$ cat src/rtl/regfile_mp_pkg.sv
// Shared register-file sizing and scoreboard types.
// Default GPR geometry macros live here so every file sees one definition.
`ifndef GPR_WIDTH
`define GPR_WIDTH 32
`endif
`ifndef GPR_NUM
`define GPR_NUM 32
`endif
`ifndef GPR_ADDR_SPACE
`define GPR_ADDR_SPACE 5
`endif

package regfile_mp_pkg;

  localparam int unsigned RF_MAX_RD = 4;
  localparam int unsigned RF_MAX_WR = 2;

  typedef enum logic [1:0] {
    SB_KEEP,
    SB_CLEAR,
    SB_SET,
    SB_FLUSH
  } sb_op_e;

endpackage

$ cat src/rtl/regfile_scoreboard.sv
// Pending-write scoreboard: one busy bit per GPR.
// Flush beats claim, claim beats a same-cycle write-back clear.
module regfile_scoreboard
  import regfile_mp_pkg::*;
#(
  parameter int NREGS = `GPR_NUM,
  parameter int AW    = `GPR_ADDR_SPACE,
  parameter int NWR   = 1
) (
  input  logic              clk_i,
  input  logic              rst_i,
  input  logic [NWR-1:0]    wr_en_i,
  input  logic [NWR*AW-1:0] wr_addr_i,
  input  logic              claim_en_i,
  input  logic [AW-1:0]     claim_addr_i,
  input  logic              flush_i,
  output logic [NREGS-1:0]  busy_o
);

  logic [NREGS-1:0] r_busy;
  sb_op_e           w_op [NREGS];

  always_comb begin
    for (int r = 0; r < NREGS; r++) begin
      w_op[r] = SB_KEEP;
      for (int p = 0; p < NWR; p++) begin
        if (wr_en_i[p] && wr_addr_i[p*AW +: AW] == AW'(r))
          w_op[r] = SB_CLEAR;
      end
      if (claim_en_i && claim_addr_i == AW'(r))
        w_op[r] = SB_SET;
      if (flush_i)
        w_op[r] = SB_FLUSH;
    end
    // x0 never has a producer
    w_op[0] = SB_KEEP;
  end

  always_ff @(posedge clk_i or posedge rst_i) begin
    if (rst_i) begin
      r_busy <= '0;
    end else begin
      for (int r = 0; r < NREGS; r++) begin
        case (w_op[r])
          SB_SET:   r_busy[r] <= 1'b1;
          SB_CLEAR: r_busy[r] <= 1'b0;
          SB_FLUSH: r_busy[r] <= 1'b0;
          default:  r_busy[r] <= r_busy[r];
        endcase
      end
    end
  end

  assign busy_o = r_busy;

endmodule

$ cat src/rtl/regfile_mp.sv
// Multi-port GPR file with write-back bypass and busy scoreboard.
// x0 reads as zero and is never busy.
module regfile_mp
  import regfile_mp_pkg::*;
#(
  parameter int XLEN   = `GPR_WIDTH,
  parameter int NREGS  = `GPR_NUM,
  parameter int AW     = `GPR_ADDR_SPACE,
  parameter int NRD    = 2,
  parameter int NWR    = 1,
  parameter bit BYPASS = 1'b1
) (
  input  logic                clk_i,
  input  logic                rst_i,
  input  logic [NRD*AW-1:0]   rd_addr_i,
  output logic [NRD*XLEN-1:0] rd_val_o,
  output logic [NRD-1:0]      rd_busy_o,
  input  logic [NWR-1:0]      wr_en_i,
  input  logic [NWR*AW-1:0]   wr_addr_i,
  input  logic [NWR*XLEN-1:0] wr_val_i,
  input  logic                claim_en_i,
  input  logic [AW-1:0]       claim_addr_i,
  input  logic                flush_i
);

  logic [XLEN-1:0]  r_gpr [NREGS];
  logic [NREGS-1:0] w_busy;

  regfile_scoreboard #(
    .NREGS (NREGS),
    .AW    (AW),
    .NWR   (NWR)
  ) u_sb (
    .clk_i        (clk_i),
    .rst_i        (rst_i),
    .wr_en_i      (wr_en_i),
    .wr_addr_i    (wr_addr_i),
    .claim_en_i   (claim_en_i),
    .claim_addr_i (claim_addr_i),
    .flush_i      (flush_i),
    .busy_o       (w_busy)
  );

  // Later ports are applied last, so the highest index wins.
  always_ff @(posedge clk_i or posedge rst_i) begin
    if (rst_i) begin
      for (int r = 0; r < NREGS; r++)
        r_gpr[r] <= '0;
    end else begin
      for (int p = 0; p < NWR; p++) begin
        if (wr_en_i[p] && wr_addr_i[p*AW +: AW] != '0)
          r_gpr[wr_addr_i[p*AW +: AW]] <= wr_val_i[p*XLEN +: XLEN];
      end
    end
  end

  for (genvar k = 0; k < NRD; k++) begin : g_rd
    logic [AW-1:0]   w_a;
    logic [XLEN-1:0] w_v;
    logic            w_b;
    logic            w_hit;

    assign w_a = rd_addr_i[k*AW +: AW];

    always_comb begin
      w_v   = r_gpr[w_a];
      w_b   = w_busy[w_a];
      w_hit = 1'b0;
      if (BYPASS) begin
        for (int p = 0; p < NWR; p++) begin
          if (wr_en_i[p] && wr_addr_i[p*AW +: AW] == w_a) begin
            w_v   = wr_val_i[p*XLEN +: XLEN];
            w_hit = 1'b1;
          end
        end
      end
      if (w_hit)
        w_b = 1'b0;
      if (w_a == '0) begin
        w_v = '0;
        w_b = 1'b0;
      end
    end

    assign rd_val_o[k*XLEN +: XLEN] = w_v;
    assign rd_busy_o[k]             = w_b;
  end

endmodule

$ cat config.mk
export PLATFORM = sky130hd
export DESIGN_NAME = regfile_mp
export DESIGN_NICKNAME = d
export VERILOG_FILES = /design/src/rtl/regfile_mp_pkg.sv /design/src/rtl/regfile_scoreboard.sv /design/src/rtl/regfile_mp.sv
export SDC_FILE = /design/constraint.sdc
export NUM_CORES = 2
export LEC_CHECK = 0
export ABC_CLOCK_PERIOD_IN_PS = 30000
export BUFFER_PORTS_ARGS = -buffer_cell sky130_fd_sc_hd__buf_2
export CELL_PAD_IN_SITES_DETAIL_PLACEMENT = 0
export CELL_PAD_IN_SITES_GLOBAL_PLACEMENT = 1
export CORE_ASPECT_RATIO = 1.1
export CORE_UTILIZATION = 40
export CTS_CLUSTER_DIAMETER = 40
export DETAILED_ROUTE_END_ITERATION = 16
export PLACE_DENSITY = 0.7
export SYNTH_ARGS = -nofsm -noshare
export SYNTH_HDL_FRONTEND = slang
export SYNTH_SLANG_ARGS = --single-unit
$ cat constraint.sdc
create_clock -name clk_i -period 30 [get_ports clk_i]
set_input_delay 3 -clock clk_i [delete_from_list [all_inputs] [get_ports clk_i]]
set_output_delay 3 -clock clk_i [all_outputs]
set_load 0.02 [all_outputs]
Word-level counts from Yosys, hierarchy flattened
Cells that the tools add are included.
- bits in registers: 1055
- input bits: 57
- output and inout port bits: 66
- word-level logic and storage cells: 507
- equal/unequal tests: 157
- reductions and logical operators: 131
- multiplexer cells: 147
- bitwise logic cells: 3
- order comparisons: 6
- operator list (kind ; number):
    bitwise mux 1024 bit ; 1
    binary-select mux 32 bit (select 5 bit) ; 2
    2-to-1 mux 32 bit ; 9
    demux 32 bit (select 5 bit) ; 1
    == test 5 bit (second input constant) ; 32
    == test 2 bit (second input constant) ; 62
    2-to-1 mux 2 bit ; 62
    == test 5 x 4 -> 1 bit (second input constant) ; 16
    logical AND 1 bit ; 66
    == test 2 x 1 -> 1 bit (second input constant) ; 31
    one-hot mux 1 bit (2 select lines) ; 31
    nonzero test 2 bit ; 31
    OR reduction 2 bit ; 31
    == test 5 x 3 -> 1 bit (second input constant) ; 8
    2-to-1 mux 1 bit ; 39
    == test 5 x 2 -> 1 bit (second input constant) ; 4
    greater-or-equal comparator 6 bit (second input constant) ; 3
    inverter 5 -> 6 bit ; 3
    less-than comparator 5 x 6 -> 1 bit (second input constant) ; 2
    binary-select mux 1 bit (select 5 bit) ; 2
    == test 5 x 1 -> 1 bit (second input constant) ; 2
    == test 5 bit ; 2
    logical NOT 5 bit ; 2
    less-than comparator 6 x 1 -> 1 bit (second input constant) ; 1
    nonzero test 5 bit ; 1

Logic depth before layout (Yosys ltp)
- depth after elaboration: 8
- gate-level depth with buffers: 10
- gate-level depth less buffers: 5

Cells and area by module
From an unflattened synthesis, not the netlist that was laid out.
- cells, all modules: 4111
- area total of the unflattened synthesis: 57744.1 sq um
- by module, submodules not included (module ; area each (sq um) ; cells each ; times used ; sequential area each (sq um)):
    regfile_mp ; 56299.0 ; 3972 ; 1 ; 25624.6
    regfile_scoreboard ; 1445.1 ; 139 ; 1 ; 775.7

Worst setup path after synthesis
OpenSTA, ideal clock, no wires.
- kind: input port to output port
- start: in rd_addr_i[2]
- end: out rd_val_o[12]
- data required time: 27000 ps
- stages on the path: 9
- arrival time: 5063 ps
- path slack: 21937 ps
- buffers on the path: 5
- path through: buf_2 buf_2 buf_4 buf_4 buf_4 nor3_1 a31oi_1 nor2_1 o41ai_1
- word-level cells in the longest chain between the ends: 6
- elaborated cells between the ends (all ways): 9
- classes of those cells: eq/ne: 1; mux: 5; bitwise: 1; reduce/logical: 2
- ends and longest elaborated chain (item ; RTL line ; source):
    start: declaration ; regfile_mp.sv:15 ; input logic [NRD*AW-1:0] rd_addr_i,
    inverter 5 -> 6 bit (not written as such) ; regfile_mp.sv:66 ; w_v = r_gpr[w_a];
    binary-select mux 32 bit (select 5 bit) ; regfile_mp.sv:66 ;
    2-to-1 mux 32 bit (not written as such) (2 in series) ; regfile_mp.sv:66 ;
    2-to-1 mux 32 bit ; regfile_mp.sv:71 ; if (wr_en_i[p] && wr_addr_i[p*AW +: AW] == w_a) begin
    2-to-1 mux 32 bit (*) ; regfile_mp.sv:79 ; if (w_a == '0) begin
    end: declaration ; regfile_mp.sv:16 ; output logic [NRD*XLEN-1:0] rd_val_o,
Every way passes the cells marked *; elsewhere a longest branch is shown, timed or not. The select of a mux whose other input is x is not followed.

Worst setup path in the final report
- start: in rd_addr_i[5]
- end: out rd_val_o[48]
Same word-level chain as after synthesis.

==> impl_metrics.env <==
export IMPL_status="finished, violations left"
export IMPL_violations="max-capacitance violations"
export IMPL_path_max_fanout=70
export IMPL_syn_cell_area_um2=57470
export IMPL_worstPathRequired_ps=27000
export IMPL_fmax_mhz=92.39
export IMPL_cp_arrival_ps=7820
export IMPL_netlist_area_leader_share_pct=45.94
export IMPL_vias=38030
export IMPL_finalNetCount=4014
export IMPL_clock_sinks=1055
export IMPL_min_from="r_gpr[1010]$_DFFE_PP0P_"
export IMPL_critPathMaxStageDelay_ps=930
export IMPL_drive_above_1_share_pct=46.93
export IMPL_hold_path_endpoint="r_gpr[1010]$_DFFE_PP0P_"
export IMPL_p_per_area_nw_per_um2=72.28
export IMPL_slew_headroom_pct=2.005
export IMPL_drt_first_pass_iters=6
export IMPL_skew_ps=0
export IMPL_h_tree_depth=4
export IMPL_synth_seq_area_share_pct=45.94
export IMPL_synth_enable_flop_cells=0
export IMPL_hold_class="reg2reg"
export IMPL_rr_startpoint="u_sb.busy_o[7]$_DFFE_PP0P_"
export IMPL_utilization_pct=45.61
export IMPL_ios=123
export IMPL_clockRootBuffer="clkbuf_16"
export IMPL_reg2reg_to="u_sb.busy_o[7]$_DFFE_PP0P_"
export IMPL_chipHeight_um=399.5
export IMPL_synth_common_cells="1055 x dfrtp_1, 927 x mux2_2, 444 x mux4_2"
export IMPL_timing_setup_tns_ps=0
export IMPL_ant_nets=0
export IMPL_syn_avg_cell_area_um2=14.20
export IMPL_rows=145
export IMPL_async_flop_share_pct=100.0
export IMPL_ys_top_cells_by_area="dfrtp_1 46%, mux2_2 18%, mux4_2 17%, mux2i_1 3.4%, mux2_1 2.5%"
export IMPL_slowest_stage="nor2_1"
export IMPL_drt_iter0_drc=3588
export IMPL_clk_latency_ps=770
export IMPL_grt_usage_pct=26.82
export IMPL_cts_buffer_depth=3
export IMPL_tritoncts="yes"
export IMPL_path_clk_slew_ps=50
export IMPL_finalCriticalPeriod_ps=10820
export IMPL_crit_chain="buf_8 > buf_4 > buf_4 > or4_1 > o21ai_2 > nor2_1 > a221o_1 > buf_2"
export IMPL_ff2ff_path_depth=3
export IMPL_holdWs_ps=391.2
export IMPL_coreArea_um2=142200
export IMPL_cts_setup_buffers=0
export IMPL_finalWirelength_mm=192.4
export IMPL_synth_cells=4048
export IMPL_synth_nets=4105
export IMPL_whs_path_depth=0
export IMPL_syn_to_final_growth_pct=12.90
export IMPL_cts_buffers=158
export IMPL_path_class="in2out"
export IMPL_maxSlewViolCount=0
export IMPL_path_delay_family="buffers and inverters"
export IMPL_synth_top_cell_by_area="dfrtp_1"
export IMPL_start_util_pct=40.40
export IMPL_grt_start_max_net_pins=171
export IMPL_setup_viol=0
export IMPL_antenna_found_initial=15
export IMPL_port_buffers=122
export IMPL_cts_resized_gates=0
export IMPL_crit_path_start_kind="input port"
export IMPL_synth_flop_cell="dfrtp_1"
export IMPL_gp_routability_congestion=0.7916
export IMPL_power_leakage_nw=27.99
export IMPL_worst_pin_slew_ps=1458
export IMPL_cts_hold_buf=0
export IMPL_rsz0062_at_grt="no"
export IMPL_fin_crit_sh_pct=36.08
export IMPL_cp_buffers_inverters=4
export IMPL_ys_ff_latch=1055
export IMPL_crit_top_cell="buf_4"
export IMPL_hold_viol_final=0
export IMPL_ir_worst_vdd_mv=0.05572
export IMPL_vias_per_cell=6.335
export IMPL_die_area_um2=145200
export IMPL_remaining_drc_errors=0
export IMPL_rrSetupSlack_ps=29140
export IMPL_grt_pass1_vias=39150
export IMPL_synth_most_common_cell="dfrtp_1"
export IMPL_drv_cap=1
export IMPL_overflow=0
export IMPL_grt_pass1_wl_mm=281.4
export IMPL_yosys_warnings=0
export IMPL_ys_types=66
export IMPL_dp_hpwl_mm=103.1
export IMPL_fp_dieW_um=363.4
export IMPL_end_kind="output port"
export IMPL_wl_per_cell_um=32.06
## sequential cells by signal, indices dropped and copies added, names as in the netlist
name         flops
r_gpr         1024
u_sb.busy_o     31
## per-layer routing
layer  up-vias  share of wire, %  global-route usage, %
met3       449               6.7                  5.351
li1      15390                 -                      -
met4        14               4.4                  11.49
met1     20650                41                  35.43
met5         -             0.051                      0
met2      1533                48                  43.00
## through the flow
stage	power, mW	std cells	setup WS [ps]	area, um^2
finish	4.689	6003	19180	64880
global route	4.873	6001	19020	64870
CTS	4.712	6000	19240	64870
detailed placement	2.737	5708	19260	59220
global placement	2.710	5708	19250	59220
floorplan	2.514	4048	12450	57470
## worst max path at each step
stage,startpoint,cells after the start,slack [ps],endpoint
3_3_place_gp,rd_addr_i[5],8,19250,rd_val_o[48]
5_1_grt,rd_addr_i[5],8,19020,rd_val_o[48]
2_1_floorplan,rst_i,1,12450,r_gpr[0]$_DFFE_PP0P_
3_5_place_dp,rd_addr_i[5],8,19260,rd_val_o[48]
4_1_cts,rd_addr_i[5],8,19240,rd_val_o[48]
6_report,rd_addr_i[5],8,19180,rd_val_o[48]
## cell families after synthesis
kind of cell / Yosys count / synth area share [%]
flip-flops: 1055 / 45.94
AND/OR/NAND/NOR: 450 / 3.582
XOR/XNOR: 10 / 0.1524
multiplexers: 1698 / 41.68
AO/OA/AOI/OAI: 366 / 4.685
buffers and inverters: 469 / 3.956
## cells in the final DEF (no fill, tap or decap), types with 14 or more instances in the layout
| master | n |
|---|---|
| clkinv_4 | 15 |
| a221oi_1 | 49 |
| o22ai_1 | 42 |
| inv_6 | 17 |
| nor3_1 | 31 |
| a221o_1 | 16 |
| nand2_1 | 109 |
| nand2b_1 | 22 |
| mux2i_1 | 193 |
| buf_4 | 91 |
| nor2b_1 | 16 |
| o21ai_0 | 24 |
| nand3_1 | 21 |
| clkinvlp_4 | 17 |
| a211oi_1 | 27 |
| a22oi_1 | 32 |
| nor2_1 | 156 |
| clkbuf_16 | 165 |
| o21ai_1 | 27 |
| and2_1 | 15 |
| dfrtp_1 | 1055 |
| clkbuf_8 | 26 |
| mux2_1 | 129 |
| clkbuf_1 | 14 |
| mux2_2 | 927 |
| a21oi_1 | 44 |
| clkinv_2 | 19 |
| buf_2 | 113 |
| a2111oi_0 | 19 |
| a32o_1 | 25 |
| bufinv_16 | 20 |
| mux4_2 | 444 |
## layout make-up
cell class                      count  area (um^2)
Fill cell                       12800        77360
Multi-Input combinational cell   2524        29020
Sequential cell                  1055        26400
Clock buffer                      205         4539
Tap cell                         1911         2391
Timing Repair Buffer              213         1391
Clock inverter                     87         1109
Inverter                            5        25.02
Antenna cell                        3        7.507
## report_power, final
part	total, mW	switching, mW	leakage (nW)	internal [mW]
clock	1.97	0.723	2.74	1.25
sequential	1.87	0.186	13.6	1.69
combinational	0.847	0.363	11.7	0.483
Note: power is estimated with default switching activity, not from simulation.
